## config.mk

```make
export PLATFORM = sky130hd
export DESIGN_NAME = board_move_selector
export DESIGN_NICKNAME = d
export VERILOG_FILES = /design/src/rtl/board_pkg.sv /design/src/rtl/pos_to_square.sv /design/src/rtl/board_move_selector.sv
export SDC_FILE = /design/constraint.sdc
export NUM_CORES = 1
export LEC_CHECK = 0
export ABC_AREA = 1
export BUFFER_PORTS_ARGS = -buffer_cell sky130_fd_sc_hd__buf_4
export CORE_MARGIN = 4
export CORE_UTILIZATION = 35
export CTS_BUF_LIST = sky130_fd_sc_hd__clkbuf_8
export DETAILED_ROUTE_END_ITERATION = 8
export SKIP_CTS_REPAIR_TIMING = 1
export SLEW_MARGIN = 20
export SYNTH_ARGS = -nofsm -noshare
export SYNTH_HDL_FRONTEND = slang
export SYNTH_SLANG_ARGS = --single-unit
```

## constraint.sdc

```tcl
create_clock -name clock -period 3.1 [get_ports clock]
set_clock_uncertainty 0.15 [all_clocks]
set_input_delay 0.465 -clock clock [delete_from_list [all_inputs] [get_ports clock]]
set_output_delay 0.465 -clock clock [all_outputs]
set_load 0.1 [all_outputs]
```

## src/rtl/board_pkg.sv

```systemverilog
// Board geometry and move-selector state encoding, shared with the board renderer.
package board_pkg;

    localparam int unsigned BOARD_X0 = 17;
    localparam int unsigned BOARD_Y0 = 0;
    localparam int unsigned SQ_LOG2  = 3;
    localparam int unsigned NSQ      = 8;

    typedef enum logic [1:0] {
        ST_IDLE  = 2'd0,
        ST_SRC   = 2'd1,
        ST_OFFER = 2'd2
    } state_e;

endpackage

```

## src/rtl/pos_to_square.sv

```systemverilog
// Combinational pixel-to-square decode; also used by the renderer for highlight matching.
module pos_to_square #(
    parameter int unsigned X0       = board_pkg::BOARD_X0,
    parameter int unsigned Y0       = board_pkg::BOARD_Y0,
    parameter int unsigned SQ_SHIFT = board_pkg::SQ_LOG2,
    parameter int unsigned N_SQ     = board_pkg::NSQ
) (
    input  logic [11:0] x_pos,
    input  logic [11:0] y_pos,
    output logic        on,
    output logic [2:0]  col,
    output logic [2:0]  row
);

    localparam logic [12:0] X0_W = 13'(X0);
    localparam logic [12:0] Y0_W = 13'(Y0);
    localparam logic [11:0] SPAN = 12'(N_SQ << SQ_SHIFT);

    logic [12:0] dx_ext;
    logic [12:0] dy_ext;
    logic [11:0] dx;
    logic [11:0] dy;

    // Borrow out of the widened subtraction means the position is left of / above the origin.
    assign dx_ext = {1'b0, x_pos} - X0_W;
    assign dy_ext = {1'b0, y_pos} - Y0_W;
    assign dx     = dx_ext[11:0];
    assign dy     = dy_ext[11:0];

    assign on  = ~dx_ext[12] & ~dy_ext[12] & (dx < SPAN) & (dy < SPAN);
    assign col = 3'(dx >> SQ_SHIFT);
    assign row = 3'(dy >> SQ_SHIFT);

endmodule

```

## src/rtl/board_move_selector.sv

```systemverilog
// Turns mouse position and left-button clicks into hover/selection squares and a
// two-click (source, destination) move offered over a valid/ready handshake.
module board_move_selector #(
    parameter int unsigned BOARD_X0 = board_pkg::BOARD_X0,
    parameter int unsigned BOARD_Y0 = board_pkg::BOARD_Y0,
    parameter int unsigned SQ_LOG2  = board_pkg::SQ_LOG2,
    parameter int unsigned NSQ      = board_pkg::NSQ
) (
    input  logic        clock,
    input  logic        reset,
    input  logic [11:0] x_pos,
    input  logic [11:0] y_pos,
    input  logic        left,
    output logic        hover_on,
    output logic [2:0]  hover_col,
    output logic [2:0]  hover_row,
    output logic        sel_valid,
    output logic [2:0]  sel_col,
    output logic [2:0]  sel_row,
    output logic        move_valid,
    output logic [5:0]  move_src,
    output logic [5:0]  move_dst,
    input  logic        move_ready
);

    import board_pkg::*;

    logic       dec_on;
    logic [2:0] dec_col;
    logic [2:0] dec_row;
    logic       click;

    logic       left_q;
    logic       hover_on_q;
    logic [2:0] hover_col_q, hover_row_q;
    state_e     state_q, state_d;
    logic       sel_valid_q, sel_valid_d;
    logic [2:0] sel_col_q, sel_col_d;
    logic [2:0] sel_row_q, sel_row_d;
    logic       move_valid_q, move_valid_d;
    logic [5:0] move_src_q, move_src_d;
    logic [5:0] move_dst_q, move_dst_d;

    pos_to_square #(
        .X0       (BOARD_X0),
        .Y0       (BOARD_Y0),
        .SQ_SHIFT (SQ_LOG2),
        .N_SQ     (NSQ)
    ) u_decode (
        .x_pos (x_pos),
        .y_pos (y_pos),
        .on    (dec_on),
        .col   (dec_col),
        .row   (dec_row)
    );

    assign click = left & ~left_q;

    always_ff @(posedge clock or posedge reset) begin
        if (reset) begin
            left_q       <= 1'b0;
            hover_on_q   <= 1'b0;
            hover_col_q  <= '0;
            hover_row_q  <= '0;
            state_q      <= ST_IDLE;
            sel_valid_q  <= 1'b0;
            sel_col_q    <= '0;
            sel_row_q    <= '0;
            move_valid_q <= 1'b0;
            move_src_q   <= '0;
            move_dst_q   <= '0;
        end else begin
            left_q       <= left;
            hover_on_q   <= dec_on;
            hover_col_q  <= dec_on ? dec_col : '0;
            hover_row_q  <= dec_on ? dec_row : '0;
            state_q      <= state_d;
            sel_valid_q  <= sel_valid_d;
            sel_col_q    <= sel_col_d;
            sel_row_q    <= sel_row_d;
            move_valid_q <= move_valid_d;
            move_src_q   <= move_src_d;
            move_dst_q   <= move_dst_d;
        end
    end

    always_comb begin
        state_d      = state_q;
        sel_valid_d  = sel_valid_q;
        sel_col_d    = sel_col_q;
        sel_row_d    = sel_row_q;
        move_valid_d = move_valid_q;
        move_src_d   = move_src_q;
        move_dst_d   = move_dst_q;
        case (state_q)
            ST_IDLE: begin
                if (click && dec_on) begin
                    sel_col_d   = dec_col;
                    sel_row_d   = dec_row;
                    sel_valid_d = 1'b1;
                    state_d     = ST_SRC;
                end
            end
            ST_SRC: begin
                // Any second click either completes the move or cancels the selection.
                if (click) begin
                    if (dec_on && ({dec_row, dec_col} != {sel_row_q, sel_col_q})) begin
                        move_src_d   = {sel_row_q, sel_col_q};
                        move_dst_d   = {dec_row, dec_col};
                        move_valid_d = 1'b1;
                        state_d      = ST_OFFER;
                    end else begin
                        sel_valid_d = 1'b0;
                        state_d     = ST_IDLE;
                    end
                end
            end
            ST_OFFER: begin
                if (move_ready) begin
                    move_valid_d = 1'b0;
                    sel_valid_d  = 1'b0;
                    state_d      = ST_IDLE;
                end
            end
            default: state_d = ST_IDLE;
        endcase
    end

    assign hover_on   = hover_on_q;
    assign hover_col  = hover_col_q;
    assign hover_row  = hover_row_q;
    assign sel_valid  = sel_valid_q;
    assign sel_col    = sel_col_q;
    assign sel_row    = sel_row_q;
    assign move_valid = move_valid_q;
    assign move_src   = move_src_q;
    assign move_dst   = move_dst_q;

endmodule

```

# Word level (Yosys, flattened, before mapping)
# Index checks and enable logic that the tools add are counted.
classes:
  order_cmp: 2
  add_sub_neg: 1
  n_eq_ne: 8
  n_reduce_logical: 10
  mux: 15
  bitwise: 5
ops:
  columns: ["op", "n"]
  rows:
  - ["less-than comparator 12 x 7 -> 1 bit, second input constant", 2]
  - ["subtractor 12 x 5 -> 13 bit, second input constant", 1]
  - ["!= test 2 bit, second input constant", 5]
  - ["two-way mux 2 bit", 4]
  - ["two-way mux 1 bit", 6]
  - ["two-way mux 3 bit", 2]
  - ["!= test 6 bit", 1]
  - ["case mux 2 bit (3 select lines)", 1]
  - ["AND reduction 3 bit", 2]
  - ["AND reduction 5 bit", 1]
  - ["AND reduction 4 bit", 1]
  - ["AND 1 bit", 3]
  - ["case mux 1 bit (3 select lines)", 1]
  - ["nonzero test 3 bit", 1]
  - ["== test 2 x 1 -> 1 bit, second input constant", 1]
  - ["== test 2 bit, second input constant", 1]
  - ["logical AND 1 bit", 2]
  - ["zero test 2 bit", 1]
  - ["NOT 1 bit", 2]
  - ["case mux 1 bit (2 select lines)", 1]
  - ["AND reduction 2 bit", 1]
  - ["nonzero test 2 bit", 1]
word_totals:
  reg_bits: 30
  output_inout_bits: 27
  inputBits: 28

# Logic depth before layout (Yosys ltp)
logic_depth:
  word_depth: 8
  ltp_mapped: 14
  mapped_depth_nobuf: 14

# By module
# Synthesis repeated with hierarchy kept, for this count alone.
hier_totals:
  hier_cells: 189
  hier_area_um2: 1550.2
modules_own_cells:
  columns: ["mod", "area_per_inst_um2", "cells_per_inst", "n_inst"]
  rows:
  - ["board_move_selector", 1370.1, 152, 1]
  - ["pos_to_square", 180.2, 37, 1]

# Least setup slack after synthesis
# Ideal clock, no wire load.
synth_path:
  path_kind: "register -> register"
  from: "reg sel_row_q[0] (netlist: sel_row[0])"
  to: "reg move_src_q[0] (netlist: move_src[0])"
  arrival_time_ps: 1859
  n_path_buf: 1
  path_stages_with_launch: 11
  setup_slack_ps: 1016
  required_time_ps: 2875
  setup_time_ps: 75
  path_cell_list: "dfrtp_1 > xnor2_1 > nand2_1 > nor2_1 > nand2_1 > nor2_1 > nand2_1 > nand3_2 > buf_6 > nand2_2 > o21ai_2"
synth_via:
  elab_chain_cells: 3
synth_lines:
  columns: ["element", "line", "text"]
  rows:
  - ["start, declared", "board_move_selector.sv:39", "logic [2:0] sel_row_q, sel_row_d;"]
  - ["start signal, assigned", "board_move_selector.sv:80", "sel_row_q <= sel_row_d;"]
  - ["!= test 6 bit", "board_move_selector.sv:107", "if (dec_on && ({dec_row, dec_col} != {sel_row_q, sel_col_q})) begin"]
  - ["logical AND 1 bit", "board_move_selector.sv:107", null]
  - ["AND reduction 3 bit (no source line)", null, null]
  - ["end signal, assigned", "board_move_selector.sv:82", "move_src_q <= move_src_d;"]
  - ["end, declared", "board_move_selector.sv:41", "logic [5:0] move_src_q, move_src_d;"]
# No other way between the ends.
# A chain may end at the register's enable or synchronous reset.

# Worst setup path in the final report
layout_path:
  from: "in x_pos[1]"
  to: "reg move_src_q[1] (netlist: move_src[1])"
layout_via:
  elab_chain_cells: 6
  elab_cells_between_ends: 8
  cone_classes: "1 x add/sub; 1 x order compare; 1 x eq/ne; 3 x bitwise; 2 x reduce/logical"
layout_lines:
  columns: ["element", "line", "text"]
  rows:
  - ["start, declared", "board_move_selector.sv:11", "input logic [11:0] x_pos,"]
  - ["subtractor 12 x 5 -> 13 bit (*)", "pos_to_square.sv:25", "assign dx_ext = {1'b0, x_pos} - X0_W;"]
  - ["less-than comparator 12 x 7 -> 1 bit or NOT 1 bit (tied branches)", "pos_to_square.sv:30", "assign on = ~dx_ext[12] & ~dy_ext[12] & (dx < SPAN) & (dy < SPAN);"]
  - ["AND 1 bit (2 in a row)", "pos_to_square.sv:30", null]
  - ["logical AND 1 bit (*)", "board_move_selector.sv:107", null]
  - ["AND reduction 3 bit (no source line) (*)", null, null]
# Mark *: on every way between the ends. The rest lies on a longest branch, timed or not.

==> impl_metrics.env <==
export IMPL_cpLargestDelayFamily="simple AND/OR/NAND/NOR gates"
export IMPL_grt_first_pass_wirelength_mm=5.06
export IMPL_htree_num_levels=2
export IMPL_finalCritPeriodShare=0.617
export IMPL_ys_warn_count=0
export IMPL_track_usage=0.123
export IMPL_post_route_util=0.495
export IMPL_dieArea_um2=5460
export IMPL_power_density_nw_per_um2=497
export IMPL_antenna_found_initial=0
export IMPL_cts_buffer_depth=2
export IMPL_final_nets=256
export IMPL_place_hpwl_mm=2.40
export IMPL_synthCells=168
export IMPL_root_buffer="clkbuf_8"
export IMPL_r2r_setup_slack_ns=1.31
export IMPL_startpoint_type="input port"
export IMPL_ir_drop_v=0.000441
export IMPL_path_clk_slew_ns=0.06
export IMPL_finalSetupViolCount=0
export IMPL_via_per_inst=4.45
export IMPL_r2r_cells=10
export IMPL_synth_distinct_cells=24
export IMPL_register_area_um2=751
export IMPL_syn_num_nets=199
export IMPL_worst_pin_slew_ns=0.388
export IMPL_startpoint="x_pos[1]"
export IMPL_crit_end="move_src[1]"
export IMPL_drv_slew=0
export IMPL_path_buf_inv=2
export IMPL_rows=23
export IMPL_p_leak_nw=1.07
export IMPL_grt_setup_unrepaired="no"
export IMPL_relSlewSlack=0.741
export IMPL_grt_max_degree=31
export IMPL_synth_area_um2=1520
export IMPL_vias=1225
export IMPL_cap_violations=0
export IMPL_grtUsageMet2=0.194
export IMPL_cts_inserted_buffers=5
export IMPL_use_met3=0.0479
export IMPL_yosys_area_top_type="dfrtp_1"
export IMPL_synth_top_cell_area_share=0.494
export IMPL_route_detailed_drc=0
export IMPL_min_period_ns=1.91
export IMPL_top_usage_layer="met2"
export IMPL_whs_ns=0.108
export IMPL_die_height_um=73.9
export IMPL_avgSynthCellArea_um2=9.04
export IMPL_clkSinkCount=30
export IMPL_crit_path_max_fanout=14
export IMPL_core_um2=4090
export IMPL_path_cells="buf_4, nor2_4, nand2_2, nand2_4, nand2_2, nand2_2, nand3_4, nor2_4, nand3_2, buf_4, nand2_2, o21ai_2"
export IMPL_cp_end_kind="register"
export IMPL_met1_usage=0.153
export IMPL_io_buffer_count=51
export IMPL_max_stage_delay_ns=0.28
export IMPL_gr_total_overflow=0
export IMPL_ys_seq_elements=30
export IMPL_fin_tns_setup_ns=0
export IMPL_timing_rr_start="sel_row[1]"
export IMPL_cts_tree="done"
export IMPL_pin_count=55
export IMPL_critPathMostFrequentCell="nand2_2"
export IMPL_ant_nets=0
export IMPL_crit_required_ns=3.12
export IMPL_gp_congestion=0.730
export IMPL_multi_input_area_um2=659
export IMPL_reg2reg_to="move_src[1]"
export IMPL_drt_iter0_drc=79
export IMPL_yosysSeqAreaShare=0.494
export IMPL_hold_viol_final=0
export IMPL_n_antenna_cell=0
export IMPL_hp_class="in2async"
export IMPL_firstDrtPassIters=4
export IMPL_crit_arrival_ns=1.93
export IMPL_start_util=0.372
export IMPL_area_growth_pct=33.3
export IMPL_drive_gt1_frac=0.418
export IMPL_netlist_top_cells_area="dfrtp_1, nand2_1, nand2_2"
export IMPL_grt_pass1_vias=1178
export IMPL_drt_total_wl_mm=3.09
export IMPL_max_freq_mhz=523
export IMPL_critPathKind="in2reg"
export IMPL_die_w_um=73.9
export IMPL_clock_latency_ns=0.28
export IMPL_status="completed"
export IMPL_wl_per_cell_um=11.2
export IMPL_cp_depth=12
export IMPL_worst_path_max_delay_cell="buf_4"
export IMPL_num_fill_cells=411
registers in the layout (all words and copies together) (netlist names):
name / count
move_dst: 6
sel_row: 3
hover_on: 1
sel_col: 3
move_src: 6
left_q: 1
hover_col: 3
hover_row: 3
move_valid: 1
sel_valid: 1
state_q: 2
layout by cell type, fill, tap and decap left out:
cell | synthesis | final
o22ai_1 | 1 | 1
o21ai_2 | 8 | 8
clkinv_2 | 0 | 2
nand2_4 | 1 | 1
o21ai_1 | 6 | 6
a21oi_2 | 1 | 1
nand3_4 | 1 | 1
dfrtp_1 | 30 | 30
xor2_1 | 1 | 1
nand4_1 | 3 | 3
nor2_4 | 3 | 3
inv_2 | 1 | 1
inv_1 | 19 | 19
nand2_1 | 39 | 39
nand3_2 | 2 | 2
ha_1 | 3 | 3
nor2_1 | 16 | 16
nand3b_1 | 2 | 2
nand3_1 | 8 | 8
buf_4 | 0 | 53
nand2_2 | 14 | 14
clkbuf_8 | 0 | 5
xnor2_1 | 2 | 2
nor2_2 | 2 | 2
a21oi_1 | 1 | 1
o22ai_2 | 1 | 1
tightest hold or removal path, cell delays in order:
cell and delay [ns]:
buf_4 0.10, inv_1 0.04, buf_4 0.33
kinds of logic (layout without fill, tap and decap cells):
logic type / after synthesis / in the layout / synth area share
AND/OR/NAND/NOR: 91 / 91 / 0.305
buffers and inverters: 23 / 80 / 0.0717
flip-flops: 30 / 30 / 0.494
XOR/XNOR: 3 / 3 / 0.0173
adder cells (fa/ha/maj): 3 / 3 / 0.0247
AO/OA/AOI/OAI: 18 / 18 / 0.0873
synth_stat cells (all sizes together):
cell type and n:
nor2 21, nand3 11, o21ai 14, ha 3, nand3b 2, xor2 1, dfrtp 30, nand2 54
nand4 3, buf 3, o22ai 2, xnor2 2, inv 20, a21oi 2
area by class of cell:
class,instances,share of cell area
inverters,20,0.0371
well taps,50,0.0309
clock inverters,2,0.00494
flip-flops and latches,30,0.371
clock buffers,5,0.0340
multi-input cells,115,0.326
repair buffers,53,0.197
how the worst min path moves through the flow:
stage	endpoint	slack [ns]	depth (start not counted)
floorplan	left_q	0.35	0
global placement	move_valid	0.32	2
detailed placement	move_src[5]	0.32	2
CTS	sel_valid	0.12	3
global route	left_q	0.14	1
finish	sel_valid	0.11	3
metal layers:
layer,vias up,part of all wire
met4,0,0.0068
li1,639,-
met1,540,0.46
met2,42,0.46
met3,4,0.074
met5,-,0
report_power, final:
part	switching [mW]	total (mW)	internal, mW
Clock	0.135	0.285	0.150
Sequential	0.0128	0.426	0.414
Combinational	0.206	0.295	0.0891
stage by stage:
step	setup slack [ns]	area [um2]	cells	total power, mW
after detailed placement	0.864	1950	268	0.730
after global routing	1.04	2020	275	1.07
final	1.19	2020	275	1.01
after CTS	1.16	2020	275	1.02
after global placement	0.882	1950	268	0.728
after floorplan	1.02	1520	168	0.653
Power figures use the tool's default switching activity.
